[src/rtl/bneck_stream_scheduler.sv]
// Streams a C*H*W feature map from a 1-cycle buffer into a bottleneck block (read strobe to sample: 1 cycle),
// then counts block outputs to signal done or a drain timeout. blk_ready low pauses issue; an in-flight sample is still presented.
module bneck_stream_scheduler #(
  parameter int DATA_WIDTH   = 16,
  parameter int CHANNELS     = 16,
  parameter int HEIGHT       = 112,
  parameter int WIDTH        = 112,
  parameter int EXPECTED_OUT = 200704,
  parameter int TIMEOUT      = 4096,
  parameter int ADDR_W       = $clog2(CHANNELS*HEIGHT*WIDTH)
) (
  input  logic                  clk,
  input  logic                  rst_n,
  input  logic                  start,
  input  logic                  abort,
  output logic                  rd_en,
  output logic [ADDR_W-1:0]     rd_addr,
  input  logic [DATA_WIDTH-1:0] rd_data,
  input  logic                  blk_ready,
  output logic                  blk_valid,
  output logic [DATA_WIDTH-1:0] blk_data,
  output logic [7:0]            blk_channel,
  output logic [7:0]            blk_row,
  output logic [7:0]            blk_col,
  input  logic                  blk_valid_out,
  output logic                  busy,
  output logic                  done,
  output logic                  error
);

  localparam logic [1:0] S_IDLE  = 2'd0;
  localparam logic [1:0] S_ISSUE = 2'd1;
  localparam logic [1:0] S_DRAIN = 2'd2;
  localparam logic [1:0] S_DONE  = 2'd3;

  localparam int OCW = $clog2(EXPECTED_OUT + 1);
  localparam int ICW = $clog2(TIMEOUT + 1);

  localparam logic [7:0]     CH_LAST    = 8'(CHANNELS - 1);
  localparam logic [7:0]     COL_LAST   = 8'(WIDTH - 1);
  localparam logic [7:0]     ROW_LAST   = 8'(HEIGHT - 1);
  localparam logic [OCW-1:0] OUT_TARGET = OCW'(EXPECTED_OUT);
  localparam logic [ICW-1:0] IDLE_LIMIT = ICW'(TIMEOUT);

  logic [1:0]        state_q, state_d;
  logic [7:0]        ch_q, ch_d;
  logic [7:0]        col_q, col_d;
  logic [7:0]        row_q, row_d;
  logic [ADDR_W-1:0] addr_q, addr_d;
  logic [OCW-1:0]    out_cnt_q, out_cnt_d;
  logic [ICW-1:0]    idle_cnt_q, idle_cnt_d;
  logic              error_q, error_d;
  logic              blk_valid_q, blk_valid_d;
  logic [7:0]        blk_channel_q, blk_channel_d;
  logic [7:0]        blk_row_q, blk_row_d;
  logic [7:0]        blk_col_q, blk_col_d;

  logic issue_en;
  logic last_issue;
  logic count_out;
  logic out_full;

  always_comb begin
    issue_en   = (state_q == S_ISSUE) && blk_ready;
    last_issue = issue_en && (ch_q == CH_LAST) && (col_q == COL_LAST) && (row_q == ROW_LAST);
    count_out  = blk_valid_out && ((state_q == S_ISSUE) || (state_q == S_DRAIN));

    out_cnt_d = out_cnt_q;
    if (count_out && (out_cnt_q != OUT_TARGET)) begin
      out_cnt_d = out_cnt_q + 1'b1;
    end
    out_full = (out_cnt_d == OUT_TARGET);

    idle_cnt_d = idle_cnt_q;
    if (blk_valid_out) begin
      idle_cnt_d = '0;
    end else if (state_q == S_DRAIN) begin
      idle_cnt_d = idle_cnt_q + 1'b1;
    end

    // Channel is the fastest-moving index, then column, then row.
    ch_d   = ch_q;
    col_d  = col_q;
    row_d  = row_q;
    addr_d = addr_q;
    if (issue_en) begin
      addr_d = addr_q + 1'b1;
      if (ch_q == CH_LAST) begin
        ch_d = '0;
        if (col_q == COL_LAST) begin
          col_d = '0;
          row_d = row_q + 1'b1;
        end else begin
          col_d = col_q + 1'b1;
        end
      end else begin
        ch_d = ch_q + 1'b1;
      end
    end

    blk_valid_d   = issue_en;
    blk_channel_d = issue_en ? ch_q  : blk_channel_q;
    blk_row_d     = issue_en ? row_q : blk_row_q;
    blk_col_d     = issue_en ? col_q : blk_col_q;

    state_d = state_q;
    error_d = error_q;
    case (state_q)
      S_IDLE: begin
        if (start && !abort) begin
          state_d    = S_ISSUE;
          error_d    = 1'b0;
          ch_d       = '0;
          col_d      = '0;
          row_d      = '0;
          addr_d     = '0;
          out_cnt_d  = '0;
          idle_cnt_d = '0;
        end
      end
      S_ISSUE: begin
        if (last_issue) begin
          state_d = out_full ? S_DONE : S_DRAIN;
        end
      end
      S_DRAIN: begin
        if (out_full) begin
          state_d = S_DONE;
        end else if (idle_cnt_d == IDLE_LIMIT) begin
          state_d = S_IDLE;
          error_d = 1'b1;
        end
      end
      S_DONE:  state_d = S_IDLE;
      default: state_d = S_IDLE;
    endcase

    if (abort && (state_q != S_IDLE)) begin
      state_d = S_IDLE;
    end
  end

  always_ff @(posedge clk or negedge rst_n) begin
    if (!rst_n) begin
      state_q       <= S_IDLE;
      ch_q          <= '0;
      col_q         <= '0;
      row_q         <= '0;
      addr_q        <= '0;
      out_cnt_q     <= '0;
      idle_cnt_q    <= '0;
      error_q       <= 1'b0;
      blk_valid_q   <= 1'b0;
      blk_channel_q <= '0;
      blk_row_q     <= '0;
      blk_col_q     <= '0;
    end else begin
      state_q       <= state_d;
      ch_q          <= ch_d;
      col_q         <= col_d;
      row_q         <= row_d;
      addr_q        <= addr_d;
      out_cnt_q     <= out_cnt_d;
      idle_cnt_q    <= idle_cnt_d;
      error_q       <= error_d;
      blk_valid_q   <= blk_valid_d;
      blk_channel_q <= blk_channel_d;
      blk_row_q     <= blk_row_d;
      blk_col_q     <= blk_col_d;
    end
  end

  // Data is masked so the sample bus reads zero whenever no sample is presented.
  assign rd_en       = issue_en;
  assign rd_addr     = addr_q;
  assign blk_valid   = blk_valid_q;
  assign blk_data    = blk_valid_q ? rd_data : '0;
  assign blk_channel = blk_channel_q;
  assign blk_row     = blk_row_q;
  assign blk_col     = blk_col_q;
  assign busy        = (state_q != S_IDLE);
  assign done        = (state_q == S_DONE);
  assign error       = error_q;

endmodule
[config.mk]
export PLATFORM = sky130hd
export DESIGN_NAME = bneck_stream_scheduler
export DESIGN_NICKNAME = d
export VERILOG_FILES = /design/src/rtl/bneck_stream_scheduler.sv
export SDC_FILE = /design/constraint.sdc
export NUM_CORES = 1
export LEC_CHECK = 0
export ABC_AREA = 1
export BUFFER_PORTS_ARGS = -buffer_cell sky130_fd_sc_hd__buf_2
export CORE_MARGIN = 2
export CORE_UTILIZATION = 36
export CTS_BUF_LIST = sky130_fd_sc_hd__clkbuf_8 sky130_fd_sc_hd__clkbuf_16
export DETAILED_ROUTE_END_ITERATION = 7
export GPL_TIMING_DRIVEN = 0
export PLACE_DENSITY = 0.66
export SKIP_LAST_GASP = 1
export SLEW_MARGIN = 5
export SYNTH_ARGS = -nofsm -noshare
export SYNTH_HDL_FRONTEND = slang
export SYNTH_SLANG_ARGS = --single-unit
[constraint.sdc]
create_clock -name clk -period 3.6 [get_ports clk]
set_input_delay 0.18 -clock clk [delete_from_list [all_inputs] [get_ports clk]]
set_output_delay 0.18 -clock clk [all_outputs]
set_load 0.005 [all_outputs]
# Word-level counts from Yosys, hierarchy flattened
# Index checks and enable logic that the tools add are counted.
# classes
addsub,6
multipliers,0
div,0
order_cmp,0
eq_ne,15
shifts,0
n_mux,36
n_bitwise,0
n_reduce_logical,15
# op_table
cell,n
8-bit two-way mux,14
18-bit two-way mux,6
13-bit two-way mux,4
"18-bit by 1-bit adder with 18-bit output, second input constant",2
"8-bit by 1-bit adder with 8-bit output, second input constant",3
"18-bit == test, second input constant",1
"18-bit inequality test, second input constant",1
"8-bit by 7-bit == test with 1-bit output, second input constant",2
16-bit two-way mux,1
"13-bit by 1-bit adder with 13-bit output, second input constant",1
"13-bit == test, second input constant",1
2-bit two-way mux,5
"8-bit by 4-bit == test with 1-bit output, second input constant",1
1-bit logical AND,8
2-bit case mux with 4 select lines,1
"2-bit == test, second input constant",2
1-bit two-way mux,4
"2-bit inequality test, second input constant",2
"4-bit by 2-bit inequality test with 1-bit output, second input constant",1
4-bit AND reduction,1
2-bit nonzero test,2
"3-bit by 2-bit inequality test with 1-bit output, second input constant",1
"3-bit inequality test, second input constant",1
3-bit AND reduction,1
6 further kinds,6
# word_totals
ff_bits,101
latchBits,0
ram_bits,0
rom_bits,0
output_inout_bits,63
word_cells,84
mem_count,0

# Logic depth before layout (Yosys ltp)
# logic_depth
word_depth,10
ltp_mapped,17
depth_no_buf,17

# Worst setup path after synthesis
# No wires, ideal clock.
# synth_path
path_type,reg-to-reg
startpoint,register state_q[1]
endpoint,register state_q[1]
setup_ps,121
arrival_ps,1905
t_required_ps,3479
setup_slack_ps,1574
stages_incl_launch_ff,16
period_less_slack_ps,2026
path_cell_list,dfrtp_1 inv_1 ha_1 nand2_2 nor2_4 nand2_4 o21ai_2 nand2_1 nor2_2 nand2_2 nor2_4 nand3_2 nand2_2 nand2_2 nand2_1 o21ai_1
# synth_via
elab_chain_len,9
# synth_rtl
item,line_no,source
"start, declared",45,"logic [1:0] state_q, state_d;"
"start signal, assigned",158,state_q <= state_d;
2-bit by 1-bit == test with 1-bit output / 2-bit == test (equally long branches),-,
1-bit logical OR,66,count_out = blk_valid_out && ((state_q == S_ISSUE) || (state_q == S_DRAIN));
1-bit logical AND,66,
1-bit logical AND,69,if (count_out && (out_cnt_q != OUT_TARGET)) begin
18-bit two-way mux,69,
18-bit == test,72,out_full = (out_cnt_d == OUT_TARGET);
2-bit two-way mux,127,if (out_full) begin
2-bit case mux with 4 select lines,108,case (state_q)
2-bit two-way mux,138,if (abort && (state_q != S_IDLE)) begin
# Parallel ways exist; a longest one is shown, timed or not.
# A chain may end at the register's enable or synchronous reset.

# Worst setup path in the final report
# layout_path
startpoint,register state_q[1]
endpoint,register row_q[6]
# layout_via
elab_chain_len,5
# layout_rtl
item,line_no,source
2-bit by 1-bit == test with 1-bit output,64,issue_en = (state_q == S_ISSUE) && blk_ready;
1-bit logical AND,64,
8-bit two-way mux,86,if (issue_en) begin
8-bit two-way mux,110,if (start && !abort) begin
8-bit two-way mux (*),108,
named net row_d[6],48,"logic [7:0] row_q, row_d;"
"end signal, assigned",161,row_q <= row_d;
"end, declared",48,
# The timed path passes the listed nets; every way through them passes the cells marked *.

==> results.cfg <==
[outcome]
status = completed

[drt]
dr.pass1.iters = 4
avgViaCountPerCell = 4.75
route.detailed.drc = 0
detail-route-antenna-nets = 0
wl_um = 12600
wl_per_cell_um = 12.4
num_vias = 4806
drt_iter0_drc = 276

[place]
place_area_um2 = 6110
dp_slack_ns = 1.05
place_inst = 995
place.port_buffers = 84
post-dp-hpwl_um = 9300
gp_congestion = 0.864

[floorplanning]
die_h_um = 127
io_pins = 85
num_rows = 44
start_util = 0.371
chipWidth_um = 127
die-area_um2 = 16100
fp.coreArea_um2 = 14600

[logic_synthesis]
syn_inst = 726
syn-cell-area_um2 = 5430
synth.distinct_cells = 36
ys_ff_latch = 101
syn_nets = 759
synth_edf_count = 0
synth_flop_cell = dfrtp_1
synthArstFlopShare = 1.00
yosys_warnings = 0
synth_seq_area_share = 0.465
syn_area_per_cell_um2 = 7.48

[sta]
final_max_slew_viol_count = 0
period_share = 0.705
finalSetupTns_ns = 0
timing.fmax_ghz = 0.394
setup_violations = 0
rsz0062_at_grt = false
fin_crit_ns = 2.54
fin_skew_ns = 0.0116
hold_viol = 0
slew_headroom = 0.531
worst_pin_slew_ns = 0.701
worst_slack_ns = 1.06

[global_routing]
overflow = 0
grt_max_degree = 54
grt_pass1_wl_um = 21700
antenna_found_initial = 0
grt_pass1_vias = 4619
grt_use_total = 0.165

[clock_network]
htree_num_levels = 3
cts_tree = done
cts_made_buffers = 9
cts_buffer_depth = 2
cts_setup_buffers = 0
insertion_delay_ns = 0.35
clkSlewWorstSetupHoldPaths_ns = 0.06
cts-root-buf = clkbuf_16
cts.sinks = 101

[setup_path]
reg2reg_slack_ns = 1.06
criticalPathCategory = reg2reg
crit_fanout = 9
arrival_ns = 2.77
worstSetupEndpointType = flip-flop
worstPathRequired_ns = 3.83
cp-start-kind = flip-flop

[power_and_ir_drop]
switching_power_mw = 1.02
p_leak_nw = 3.36
intPower_mw = 2.16
p_clk_frac = 0.332
power_frac_seq = 0.423
combPwrFrac = 0.245
p_sw_frac = 0.320
ir_worst_vdd_mv = 0.215
pwr_density_cell_nw_per_um2 = 494

[finish]
fin_cells = 1012
drive_above_1_share = 0.159
antennaDiodeCount = 0
utilization = 0.440
stdcell_area_um2 = 6450
final_common_cell = nand2_1
final_cell_mix = nand2_1, inv_1, dfrtp_1
fillers = 1484
area_growth_pct = 18.7
fin_nets = 856

[run]
cap_viol_max_count = 0

[worst_hold_path]
min_path_type = in2reg
## cells in the mapped netlist, drive strengths merged, types with 2 or more instances
library cell / n / area share
a21oi: 30 / 0.028
o21ai: 42 / 0.039
nor3b: 4 / 0.0055
nand2: 185 / 0.13
clkbuf: 14 / 0.0097
o21a: 2 / 0.0028
ha: 11 / 0.025
nand3b: 4 / 0.0055
nor2: 99 / 0.078
a31oi: 5 / 0.0058
nor4: 3 / 0.0035
inv: 111 / 0.077
dfrtp: 101 / 0.47
xor2: 4 / 0.0064
o21bai: 4 / 0.0055
nand3: 55 / 0.054
nand4: 11 / 0.013
nor3: 31 / 0.030
or2: 2 / 0.0023
a211oi: 2 / 0.0028
## layer usage
layer / wire length, um / GRT usage / vias to the layer above
met4: 138 / 0.0588 / 0
met2: 5720 / 0.258 / 60
met3: 394 / 0.0274 / 13
li1: - / - / 2511
met1: 6350 / 0.231 / 2222
met5: 0 / 0 / -
## timing repair
action / in CTS / in global routing
hold buffers: 1 / 0
hold endpoints to repair: 52 / 0
resized for setup: 0 / 0
## critical path, cell delays in order (launching register included)
cell	delay, ns
dfrtp_1	0.42
inv_1	0.12
ha_1	0.26
nand2_2	0.21
nor2_1	0.21
nand4_1	0.29
nor3_1	0.26
nand3_1	0.12
nor3_1	0.30
nand2_1	0.09
nand2_1	0.08
a21oi_1	0.05
## kinds of logic (layout without fill, tap and decap cells)
| logic type | count (synthesis) | count (layout) | synth area share |
|---|---|---|---|
| AND/OR/NAND/NOR | 394 | 394 | 0.325 |
| adder cells (fa/ha/maj) | 11 | 11 | 0.0253 |
| flip-flops | 101 | 101 | 0.465 |
| AO/OA/AOI/OAI | 88 | 88 | 0.0882 |
| buffers and inverters | 127 | 229 | 0.0880 |
| XOR/XNOR | 5 | 5 | 0.00806 |
## per-stage QoR
step	power, mW	hold WS (ns)
2_1_floorplan	1.87	-0.116
3_3_place_gp	2.15	0.456
3_5_place_dp	2.16	0.282
5_1_grt	3.39	0.233
6_report	3.18	0.210
4_1_cts	3.22	0.204
## worst paths after layout
kind / from / to / depth (start not counted)
max reg2reg: state_q[1] / row_q[6] / 11
min reg2reg: error / error / 2
max in group asynchronous: rst_n / idle_cnt_q[6] / 3
max: state_q[1] / row_q[6] / 11
min: blk_valid_out / idle_cnt_q[0] / 4
min in group asynchronous: rst_n / out_cnt_q[7] / 2
## area by class of cell
type,instances,area [um^2],area share
inverter,112,420,0.0652
timing repair buffer,86,460,0.0714
multi-input combinational,498,2430,0.376
clock buffer,10,239,0.0371
buffer,15,57.6,0.00893
tap,184,230,0.0357
clock inverter,6,85.1,0.0132
sequential,101,2530,0.392
## sequential cells by signal, summed over array words and instances, names as in the netlist
name	flops
blk_channel	8
blk_col	8
blk_row	8
blk_valid	1
ch_q	8
col_q	8
error	1
idle_cnt_q	13
out_cnt_q	18
rd_addr	18
row_q	8
state_q	2
## power by group through the flow
stage / registers (mW) / clock network [mW] / logic [mW]
floorplan: 1.36 / 0 / 0.512
global placement: 1.37 / 0 / 0.777
detailed placement: 1.37 / 0 / 0.787
CTS: 1.35 / 1.08 / 0.792
global route: 1.37 / 1.12 / 0.900
finish: 1.35 / 1.06 / 0.779
Note: power is estimated with default switching activity, not from simulation.
